==> config.mk <==
export PLATFORM = sky130hd
export DESIGN_NAME = sprite_fetcher
export DESIGN_NICKNAME = d
export VERILOG_FILES = /design/src/rtl/sprite_fetcher.sv
export SDC_FILE = /design/constraint.sdc
export NUM_CORES = 1
export LEC_CHECK = 0
export ABC_CLOCK_PERIOD_IN_PS = 4340
export BUFFER_PORTS_ARGS = -buffer_cell sky130_fd_sc_hd__buf_2
export CORE_MARGIN = 4
export CORE_UTILIZATION = 61
export CTS_CLUSTER_DIAMETER = 50
export CTS_CLUSTER_SIZE = 12
export DETAILED_ROUTE_END_ITERATION = 6
export GPL_ROUTABILITY_DRIVEN = 0
export HOLD_SLACK_MARGIN = 0.12
export PLACE_DENSITY = 0.85
export SYNTH_ARGS = -nofsm -noshare
export SYNTH_HDL_FRONTEND = slang
export SYNTH_SLANG_ARGS = --single-unit
==> constraint.sdc <==
create_clock -name clk -period 4.34 [get_ports clk]
set_clock_uncertainty 0.2 [all_clocks]
set_input_delay 0.217 -clock clk [delete_from_list [all_inputs] [get_ports clk]]
set_output_delay 0.217 -clock clk [all_outputs]
set_load 0.02 [all_outputs]
==> src/rtl/sprite_fetcher.sv <==
// Sprite fetcher: scans OAM for the sprites on the current line, then fetches
// each selected sprite's tile row and writes it into the per-line sprite buffer.
module sprite_fetcher #(
  parameter int unsigned OAM_ENTRIES = 40,
  parameter int unsigned MAX_SPRITES = 10
) (
  input  logic        clk,
  input  logic        reset,
  input  logic        slow_clk_en,
  input  logic        line_start,
  input  logic [7:0]  ly,
  input  logic        obj_size,
  input  logic        obj_en,
  output logic [5:0]  oam_idx,
  input  logic [31:0] oam_rdata,
  output logic [12:0] vram_addr,
  output logic        vram_bank,
  input  logic [7:0]  vram_rdata,
  output logic [3:0]  sp_num,
  output logic [7:0]  wdata,
  output logic [3:0]  sp_write,
  input  logic [2:0]  sp_info,
  output logic        busy,
  output logic        done,
  output logic [3:0]  sp_count
);

  typedef enum logic [2:0] {
    StIdle, StScan, StFx, StFattr, StFloaddr, StFlo, StFhi, StDone
  } state_e;

  localparam logic [5:0] LastScan = 6'(OAM_ENTRIES);
  localparam logic [5:0] LastIdx  = 6'(OAM_ENTRIES - 1);
  localparam logic [3:0] MaxSlots = 4'(MAX_SPRITES);

  state_e      state_q, state_d;
  logic [5:0]  scan_q, scan_d;
  logic [5:0]  oam_idx_q, oam_idx_d;
  logic [7:0]  ly_q, ly_d;
  logic        size_q, size_d;
  logic        en_q, en_d;
  logic [3:0]  count_q, count_d;
  logic [3:0]  sp_num_q, sp_num_d;
  logic [12:0] vaddr_q, vaddr_d;
  logic        vbank_q, vbank_d;

  // Per-slot copy of the selected OAM entry: row within sprite, tile, x, attr.
  logic [3:0]  row_q  [MAX_SPRITES];
  logic [3:0]  row_d  [MAX_SPRITES];
  logic [7:0]  tile_q [MAX_SPRITES];
  logic [7:0]  tile_d [MAX_SPRITES];
  logic [7:0]  x_q    [MAX_SPRITES];
  logic [7:0]  x_d    [MAX_SPRITES];
  logic [7:0]  attr_q [MAX_SPRITES];
  logic [7:0]  attr_d [MAX_SPRITES];

  logic [7:0]  height;
  logic [7:0]  scan_row;
  logic [3:0]  cur_row;
  logic [3:0]  r;
  logic [7:0]  tile_sel;
  logic [12:0] line_addr;
  logic [7:0]  vram_rev;
  logic [7:0]  fetch_byte;

  // Address and pixel-order helpers for the slot being fetched.
  always_comb begin
    height   = size_q ? 8'd16 : 8'd8;
    scan_row = ly_q + 8'd16 - oam_rdata[7:0];
    cur_row  = row_q[sp_num_q];
    // sp_info = {vflip, hflip, bank}
    r        = sp_info[2] ? ((size_q ? 4'd15 : 4'd7) - cur_row) : cur_row;
    tile_sel = size_q ? {tile_q[sp_num_q][7:1], r[3]} : tile_q[sp_num_q];
    line_addr = {1'b0, tile_sel, r[2:0], 1'b0};
    for (int i = 0; i < 8; i++) vram_rev[i] = vram_rdata[7-i];
    // Buffer wants bit 0 = leftmost pixel; tile bit 7 is leftmost unless flipped.
    fetch_byte = sp_info[1] ? vram_rdata : vram_rev;
  end

  // Next-state: scan selection, slot capture and fetch sequencing.
  always_comb begin
    state_d   = state_q;
    scan_d    = scan_q;
    oam_idx_d = oam_idx_q;
    ly_d      = ly_q;
    size_d    = size_q;
    en_d      = en_q;
    count_d   = count_q;
    sp_num_d  = sp_num_q;
    vaddr_d   = vaddr_q;
    vbank_d   = vbank_q;
    row_d     = row_q;
    tile_d    = tile_q;
    x_d       = x_q;
    attr_d    = attr_q;
    if (slow_clk_en) begin
      if (line_start) begin
        // Also aborts any line in progress.
        ly_d      = ly;
        size_d    = obj_size;
        en_d      = obj_en;
        count_d   = 4'd0;
        oam_idx_d = 6'd0;
        scan_d    = 6'd0;
        state_d   = StScan;
      end else begin
        unique case (state_q)
          StIdle: ;
          StScan: begin
            // oam_rdata holds entry scan_q-1 on every tick but the first.
            if (scan_q != 6'd0 && scan_row < height && count_q < MaxSlots) begin
              row_d[count_q]  = scan_row[3:0];
              tile_d[count_q] = oam_rdata[23:16];
              x_d[count_q]    = oam_rdata[15:8];
              attr_d[count_q] = oam_rdata[31:24];
              count_d         = count_q + 4'd1;
            end
            if (scan_q == LastScan) begin
              if (!en_q || count_d == 4'd0) begin
                state_d = StDone;
              end else begin
                sp_num_d = 4'd0;
                state_d  = StFx;
              end
            end else begin
              scan_d = scan_q + 6'd1;
              if (scan_q < LastIdx) oam_idx_d = scan_q + 6'd1;
            end
          end
          StFx:    state_d = StFattr;
          StFattr: state_d = StFloaddr;
          StFloaddr: begin
            vaddr_d = {line_addr[12:1], 1'b1};
            vbank_d = sp_info[0];
            state_d = StFlo;
          end
          StFlo:   state_d = StFhi;
          StFhi: begin
            if (sp_num_q == count_q - 4'd1) begin
              state_d = StDone;
            end else begin
              sp_num_d = sp_num_q + 4'd1;
              state_d  = StFx;
            end
          end
          StDone:  state_d = StIdle;
          default: state_d = StIdle;
        endcase
      end
    end
  end

  // State registers with asynchronous active-low reset.
  always_ff @(posedge clk or negedge reset) begin
    if (!reset) begin
      state_q   <= StIdle;
      scan_q    <= '0;
      oam_idx_q <= '0;
      ly_q      <= '0;
      size_q    <= 1'b0;
      en_q      <= 1'b0;
      count_q   <= '0;
      sp_num_q  <= '0;
      vaddr_q   <= '0;
      vbank_q   <= 1'b0;
      row_q     <= '{default: '0};
      tile_q    <= '{default: '0};
      x_q       <= '{default: '0};
      attr_q    <= '{default: '0};
    end else begin
      state_q   <= state_d;
      scan_q    <= scan_d;
      oam_idx_q <= oam_idx_d;
      ly_q      <= ly_d;
      size_q    <= size_d;
      en_q      <= en_d;
      count_q   <= count_d;
      sp_num_q  <= sp_num_d;
      vaddr_q   <= vaddr_d;
      vbank_q   <= vbank_d;
      row_q     <= row_d;
      tile_q    <= tile_d;
      x_q       <= x_d;
      attr_q    <= attr_d;
    end
  end

  // Buffer write strobes/data and VRAM address presentation.
  always_comb begin
    sp_write  = 4'b0000;
    wdata     = 8'h00;
    vram_addr = vaddr_q;
    vram_bank = vbank_q;
    unique case (state_q)
      StFx: begin
        wdata    = x_q[sp_num_q];
        sp_write = 4'b0001;
      end
      StFattr: begin
        wdata    = attr_q[sp_num_q];
        sp_write = 4'b0010;
      end
      StFloaddr: begin
        // Address must be on the bus this tick so the byte arrives for F_LO.
        vram_addr = line_addr;
        vram_bank = sp_info[0];
      end
      StFlo: begin
        wdata    = fetch_byte;
        sp_write = 4'b0100;
      end
      StFhi: begin
        wdata    = fetch_byte;
        sp_write = 4'b1000;
      end
      default: ;
    endcase
    if (!slow_clk_en || line_start) sp_write = 4'b0000;
  end

  assign oam_idx  = oam_idx_q;
  assign sp_num   = sp_num_q;
  assign sp_count = count_q;
  assign busy     = (state_q != StIdle);
  assign done     = (state_q == StDone);

endmodule

==> results by group, run 1 <==
STA
  – Slew Limit Fails: 0
  – Final hold vios: 0
  – RSZ-0062 raised after global routing: no
  – Final setup viols: 0
  – Fin crit share: 0.8817
  – Final WS setup: 0.5135 ns
  – Final min period: 3.826 ns
  – Worst rel slew slack: 0.3008
  – Slew @ Worst Pin: 1.049 ns
  – Setup TNS: 0 ns
  – Final hold slack: 0.2027 ns
  – Fmax: 0.2613 GHz

Critical path
  – Setup crit end: tile_q[69]
  – Max FO, Critical Path: 18
  – Crit-path max cell delay: 0.64 ns
  – Crit-path cells: ha_1 -> ha_1 -> inv_1 -> fa_1 -> xnor2_1 -> o21ai_0 -> and4_1 -> o2111ai_2 -> buf_4 -> nor3_4 -> buf_4 -> mux2_1
  – Reg2Reg Depth: 12
  – Launch point of the worst path: ly_q[1]
  – Critical Path Start Type: register
  – Worst reg2reg startpoint: ly_q[1]
  – Kind of critical path: reg -> reg
  – Critical Path AT: 4.00 ns
  – CP max-delay cell: xnor2_1
  – R2r setup slk: 0.51 ns
  – CP endpoint kind: register
  – CP required: 4.51 ns
  – Reg-to-reg critical path endpoint: tile_q[69]

Detailed routing
  – Residual DRC count: 0
  – Average wire per standard cell: 22.24 microns
  – Via count: 10.44k
  – DRT antenna net count: 0
  – 1st-iter DRT viols: 742
  – Via density per instance: 6.260
  – Met3 wire len: 2.457 mm
  – Met2 wire len: 19.05 mm
  – Top layer in use: met5
  – Post-Route WL: 37.10 mm
  – TritonRoute pass-1 iters: 5
  – Met1 wire length: 14.76 mm

Layout
  – Share of layout cells above drive strength 1: 0.3803
  – Reg area: 8163 sq um
  – Layout overhead on the synthesized area: 14.07%
  – FILL cells: 1,714
  – Ant. Diodes: 0
  – Area of the multi-input gates: 7296 sq um
  – NumNets Final: 1,402

Worst hold path
  – Min-delay worst type: in -> async

Power and ir drop
  – Maximum resistive drop on vdd: 0.3461 mV
  – Cell Int Power: 0.005244 W
  – Reg power frac: 0.462
  – Comb pwr share: 0.163
  – Switching Power: 0.002009 W
  – Clock Power Share: 0.375
  – Leak: 9.115 nW
  – PD cells: 396.1 nW/um^2
  – Sw frac: 0.2770
  – Power Total: 0.007253 W

Synth
  – Asr flop ratio synth: 1.000
  – Yosys warnings: 0
  – Synth Flop Type: dfrtp_1
  – Mapped cell area: 16,050 sq um
  – Seq/Total Area, Yosys: 0.5082
  – Mean Syn Cell Area: 13.55 sq um
  – Syn Inst Count: 1,185
  – EDFF count, synth: 0
  – Syn_nets: 1,265
  – Library cells used by synthesis: 55
  – Flops & latches, synth: 326

Job
  – Max_cap viols: 0

CTS
  – Worst-case clock buffer depth: 3
  – Postcts setup bufs: 0
  – Post-CTS Hold Buffers: 41
  – Clock latency on the worst-skew pair: 0.51 ns
  – CTS tree: built
  – Clock slew at reported path FFs: 0.06 ns
  – Post-cts sizing count: 0
  – Clock sinks: 326
  – H-tree lvl count: 2
  – Total CTS buffers: 35
  – CTS root buffer: clkbuf_16

Die
  – Height of the chip: 170.2 microns
  – Core Area: 25,980 sq um
  – Std-Cell Rows: 59
  – Die Wd: 170.2 microns
  – Die area: 28,970 sq um
  – # IOs: 99
  – Initial Util: 0.6178

Placed design
  – Hpwl dp: 23.23 mm
  – Pre-CTS setup slack: 0.6113 ns
  – Port bufs: 97

Run status
  – Status: finished, final reports clean

GRT
  – First-pass GRT wire length: 60.19 mm
  – Largest net degree at the start of global routing: 135
  – Grt ovf: 0
  – Antenna violations before repair: 2
  – Global Route Usage Sum: 0.2611
  – Vias in the first global route: 11.11k
==> power by group through the flow <==
stage          Clock (W)  Combinational, W  Sequential, W
6_report         0.00272           0.00118        0.00335
3_3_place_gp           0           0.00108        0.00338
5_1_grt          0.00290           0.00129        0.00337
3_5_place_dp           0           0.00112        0.00339
2_1_floorplan          0          0.000780        0.00335
4_1_cts          0.00276           0.00117        0.00335
==> final cells by class <==
| cell class | count | share of cell area |
|---|---|---|
| clock inverters | 6 | 0.002187 |
| clock buffers | 42 | 0.05323 |
| multi-input cells | 727 | 0.3984 |
| inverters | 58 | 0.01189 |
| well taps | 335 | 0.02289 |
| flip-flops and latches | 326 | 0.4458 |
| repair buffers | 174 | 0.06560 |
==> worst min-delay path by stage <==
stage | startpoint | to | slack, ns
finish | reset | vaddr_q[9] | 0.20
global route | ly[3] | ly_q[3] | 0.29
CTS | ly[0] | ly_q[0] | 0.26
detailed placement | reset | vaddr_q[9] | 0.22
global placement | reset | vaddr_q[5] | 0.22
floorplan | reset | attr_q[0] | -0.28
==> cells in the mapped netlist (all sizes together), types with 2 or more instances <==
cell type | n | area share
clkbuf | 30 | 0.0070
a211oi | 2 | 0.00094
xnor2 | 11 | 0.0060
a22o | 8 | 0.0044
o221ai | 9 | 0.0049
o22a | 7 | 0.0038
a22oi | 9 | 0.0042
mux2 | 280 | 0.20
dfrtp | 326 | 0.51
mux4 | 56 | 0.079
and2 | 7 | 0.0027
nand3 | 12 | 0.0037
nor2 | 17 | 0.0040
o31ai | 3 | 0.0014
a21oi | 8 | 0.0025
buf | 44 | 0.017
nor3b | 3 | 0.0014
nand2 | 64 | 0.015
o22ai | 21 | 0.0082
nor2b | 7 | 0.0027
or3 | 7 | 0.0027
o21ai | 44 | 0.014
nand2b | 7 | 0.0027
a21o | 3 | 0.0014
inv | 58 | 0.014
xor2 | 5 | 0.0027
o21a | 2 | 0.00094
nor3 | 16 | 0.012
o32a | 2 | 0.0012
mux2i | 71 | 0.044
nand3b | 2 | 0.00094
ha | 22 | 0.017
and3 | 4 | 0.0016
a31oi | 5 | 0.0019
==> critical path, delay by kind of cell, from the launching register on <==
kind / cells / cell delay, ns
AOI/OAI and AO/OA: 2 / 0.22
xor gates and xnor gates: 1 / 0.64
adders and majority gates: 3 / 0.85
buffers and inverters: 3 / 0.70
DFF: 1 / 0.37
muxes: 1 / 0.35
and+or+nand+nor: 2 / 0.33
==> flip-flops by register name, summed over array words and instances, names as in the netlist, 3 cells and up <==
register / cells
oam_idx: 6
sp_count: 4
state_q: 3
attr_q: 80
vaddr_q: 12
tile_q: 80
scan_q: 6
ly_q: 8
row_q: 40
x_q: 80
sp_num: 4
==> cell usage in the layout (no fill, tap or decap), types with 8 or more instances in the layout <==
cell           Yosys  routed
o221ai_1           9       9
buf_2             19      96
dlygate4sd3_1      0      41
ha_1              22      22
nand3_1           12      12
nand2_1           64      64
xnor2_1           11      11
a22oi_1            9       9
a21oi_1            8       8
mux2_4             8       8
o22ai_1           21      21
mux2_2           247     247
nor3_4            10      10
buf_4             11      34
mux2_1            25      25
clkbuf_16          0      37
dfrtp_1          326     324
a22o_1             8       8
nor2_1            17      17
mux2i_1           71      71
o21ai_0           42      42
inv_1             58      58
mux4_2            56      56
==> metrics by stage <==
stage,area (sq um),utilization,std cells
after floorplan,16050,-,1185
after global placement,16890,0.6498,1579
after detailed placement,16890,0.6498,1579
after CTS,18310,0.7047,1668
after global routing,18310,0.7047,1668
final,18310,0.7047,1668
==> cell families after synthesis <==
kind of cell,share of synthesized area
DFF,0.5082
and+or+nand+nor,0.05043
buffers and inverters,0.03796
adders and majority gates,0.01839
other,0.0002336
AOI/OAI and AO/OA,0.05495
muxes,0.3211
xor gates and xnor gates,0.008729
==> per-layer routing <==
| layer | vias up | track usage |
|---|---|---|
| met5 | - | 0 |
| met4 | 4 | 0.07604 |
| met3 | 78 | 0.05064 |
| met2 | 370 | 0.4438 |
| met1 | 5417 | 0.3459 |
| li1 | 4573 | - |
Power figures use the tool's default switching activity.
==> inputs of run 2 (changes only) <==
--- a/config.mk
+++ b/config.mk
@@ -8,13 +8,15 @@
 export ABC_CLOCK_PERIOD_IN_PS = 4340
 export BUFFER_PORTS_ARGS = -buffer_cell sky130_fd_sc_hd__buf_2
 export CORE_MARGIN = 4
-export CORE_UTILIZATION = 61
+export CORE_UTILIZATION = 62
+export CTS_BUF_LIST = sky130_fd_sc_hd__clkbuf_8
 export CTS_CLUSTER_DIAMETER = 50
 export CTS_CLUSTER_SIZE = 12
 export DETAILED_ROUTE_END_ITERATION = 6
 export GPL_ROUTABILITY_DRIVEN = 0
 export HOLD_SLACK_MARGIN = 0.12
-export PLACE_DENSITY = 0.85
+export PLACE_DENSITY = 0.86
+export REMOVE_ABC_BUFFERS = 1
 export SYNTH_ARGS = -nofsm -noshare
 export SYNTH_HDL_FRONTEND = slang
 export SYNTH_SLANG_ARGS = --single-unit
==> results by group, run 2 (same netlist as run 1, synthesis figures left out) <==
CTS
  – CTS root buffer: clkbuf_8 (was clkbuf_16)
  – CTS tree: built (unchanged)
  – Postcts setup bufs: 0 (unchanged)
  – Clock slew at reported path FFs: 0.08 ns (was 0.06 ns)
  – Worst-case clock buffer depth: 3 (unchanged)
  – Clock latency on the worst-skew pair: 0.56 ns (was 0.51 ns)
  – Total CTS buffers: 36 (was 35)
  – H-tree lvl count: 2 (unchanged)
  – Clock sinks: 326 (unchanged)

Critical path
  – Critical Path AT: 4.10 ns (was 4.00 ns)
  – Kind of critical path: reg -> reg (unchanged)
  – CP required: 4.57 ns (was 4.51 ns)
  – CP max-delay cell: xnor2_1 (unchanged)
  – CP endpoint kind: register (unchanged)
  – Critical Path Start Type: register (unchanged)
  – Crit-path cells: ha_1 -> ha_1 -> inv_1 -> fa_1 -> xnor2_1 -> o21ai_0 -> and4_1 -> o2111ai_2 -> buf_4 -> nor3_4 -> buf_4 -> mux2_2 (was ha_1 -> ha_1 -> inv_1 -> fa_1 -> xnor2_1 -> o21ai_0 -> and4_1 -> o2111ai_2 -> buf_4 -> nor3_4 -> buf_4 -> mux2_1)
  – CP Buf/Inv Count: 3 (unchanged)
  – Crit-path max cell delay: 0.61 ns (was 0.64 ns)
  – Max FO, Critical Path: 28 (was 18)
  – Top Family by Delay on Critical Path: adder cells (unchanged)

STA
  – Final hold slack: 0.1216 ns (was 0.2027 ns)
  – Setup TNS: 0 ns (unchanged)
  – Slew @ Worst Pin: 1.212 ns (was 1.049 ns)
  – Final min period: 3.871 ns (was 3.826 ns)
  – Fmax: 0.2583 GHz (was 0.2613 GHz)
  – Worst rel slew slack: 0.1868 (was 0.3008)
  – Fin crit share: 0.8919 (was 0.8817)
  – Final setup viols: 0 (unchanged)
  – Final hold vios: 0 (unchanged)
  – RSZ-0062 raised after global routing: no (unchanged)
  – Slew Limit Fails: 0 (unchanged)

Detailed routing
  – Via density per instance: 6.136 (was 6.260)
  – 1st-iter DRT viols: 727 (was 742)
  – Post-Route WL: 34.98 mm (was 37.10 mm)
  – Via count: 10.17k (was 10.44k)
  – Residual DRC count: 0 (unchanged)
  – DRT antenna net count: 0 (unchanged)
  – Average wire per standard cell: 21.11 microns (was 22.24 microns)
  – TritonRoute pass-1 iters: 5 (unchanged)

Placed design
  – Placed instance count: 1,565 (was 1,579)
  – Port bufs: 97 (unchanged)
  – Hpwl dp: 22.19 mm (was 23.23 mm)

Layout
  – Util after Layout: 0.7094 (was 0.7047)
  – Commonest non-fill, non-tap cell in the layout: dfrtp_1 (unchanged)
  – Final Non-Filler Cells: 1,657 (was 1,668)
  – Ant. Diodes: 0 (unchanged)
  – Most frequent cells in the layout: dfrtp_1 (324), mux2_2 (247), buf_2 (96) (unchanged)
  – NumNets Final: 1,394 (was 1,402)
  – FILL cells: 1,679 (was 1,714)
  – Share of layout cells above drive strength 1: 0.3768 (was 0.3803)
  – Largest regs: attr_q x80, tile_q x80, x_q x80 (unchanged)
  – Layout overhead on the synthesized area: 11.92% (was 14.07%)

GRT
  – Global Route Usage Sum: 0.2495 (was 0.2611)
  – Antenna violations before repair: 0 (was 2)
  – Vias in the first global route: 10.88k (was 11.11k)
  – M2 GR Usage: 0.4100 (was 0.4438)
  – Met1 usage: 0.3502 (was 0.3459)
  – Grt ovf: 0 (unchanged)
  – Largest net degree at the start of global routing: 117 (was 135)
  – Grt peak-use layer: met2 (unchanged)
  – First-pass GRT wire length: 57.27 mm (was 60.19 mm)
  – Met3 Track Usage GR: 0.03550 (was 0.05064)

Die
  – Core Area: 25,330 sq um (was 25,980 sq um)
  – # IOs: 99 (unchanged)
  – Initial Util: 0.6338 (was 0.6178)
  – Std-Cell Rows: 58 (was 59)
  – Die area: 28,530 sq um (was 28,970 sq um)
  – Die Wd: 168.9 microns (was 170.2 microns)
  – Height of the chip: 168.9 microns (was 170.2 microns)

Run status
  – Status: finished, final reports clean (unchanged)

Worst hold path
  – Min-delay worst type: in -> async (unchanged)

Job
  – Max_cap viols: 0 (unchanged)

Power and ir drop
  – Leak: 8.936 nW (was 9.115 nW)
  – Maximum resistive drop on vdd: 0.3295 mV (was 0.3461 mV)
  – PD cells: 366.0 nW/um^2 (was 396.1 nW/um^2)
==> run 2: cell types whose count changed in the layout (fill, tap and decap cells not counted), moves of 3 or more <==
cell       change
bufinv_16      +3
inv_1          +3
clkbuf_16     -37
buf_4         -13
clkbuf_8      +35
buf_12         +4
==> run 2: layout make-up <==
type | count | area [sq um] | area share
Multi-Input combinational cell | 727 | 7308 | 0.4068
Inverter | 58 | 217.7 | 0.01212
Clock inverter | 13 | 157.7 | 0.008775
Tap cell | 330 | 412.9 | 0.02298
Clock buffer | 38 | 523.0 | 0.02911
Sequential cell | 326 | 8163 | 0.4543
Timing Repair Buffer | 165 | 1184 | 0.06588
==> run 2: worst register-to-register path: cells and delay by family (launching register included) <==
| kind | cells | cell delay (ns) |
|---|---|---|
| compound gates | 2 | 0.25 |
| xor+xnor | 1 | 0.61 |
| fa+ha+maj | 3 | 0.86 |
| buf+inv | 3 | 0.76 |
| flops | 1 | 0.39 |
| mux | 1 | 0.36 |
| simple gates | 2 | 0.34 |
==> run 2: repair_timing <==
item                      CTS  global route
hold buffers               41             0
gates resized for setup     0             0
hold endpoints to repair  394             0
==> run 2: worst paths after layout <==
check | start | end | slack (ns) | cells past startpoint
worst min-delay path | reset | tile_q[43] | 0.12 | 2
min in group clk | ly[5] | ly_q[5] | 0.23 | 3
worst min register to register | vaddr_q[0] | vaddr_q[0] | 0.27 | 1
worst max register to register | ly_q[1] | attr_q[72] | 0.47 | 12
max in group asynchronous | reset | tile_q[52] | 2.63 | 3
worst max-delay path | ly_q[1] | attr_q[72] | 0.47 | 12
==> run 2: metal layers <==
layer / wire length, microns / share of wire / up-vias
met4: 827 / 0.024 / 0
met2: 17310 / 0.49 / 270
met5: 0 / 0 / -
met3: 1749 / 0.050 / 72
li1: - / - / 4550
met1: 15090 / 0.43 / 5276
==> run 2: report_power, final <==
| part | switching, W | total, W | leakage, nW | internal (W) |
|---|---|---|---|---|
| Combinational | 0.000701 | 0.00116 | 4.19 | 0.000461 |
| Clock | 0.00108 | 0.00207 | 0.351 | 0.000993 |
| Sequential | 0.000148 | 0.00334 | 4.40 | 0.00320 |
==> run 2: per-stage QoR <==
step	area [sq um]	power (W)	setup slack (ns)
6_report	17970	0.006576	0.4691
5_1_grt	17970	0.006881	0.2153
4_1_cts	17970	0.006610	0.5657
3_5_place_dp	16870	0.004515	0.5914
3_3_place_gp	16870	0.004468	0.6690
2_1_floorplan	15660	0.004089	-1.052
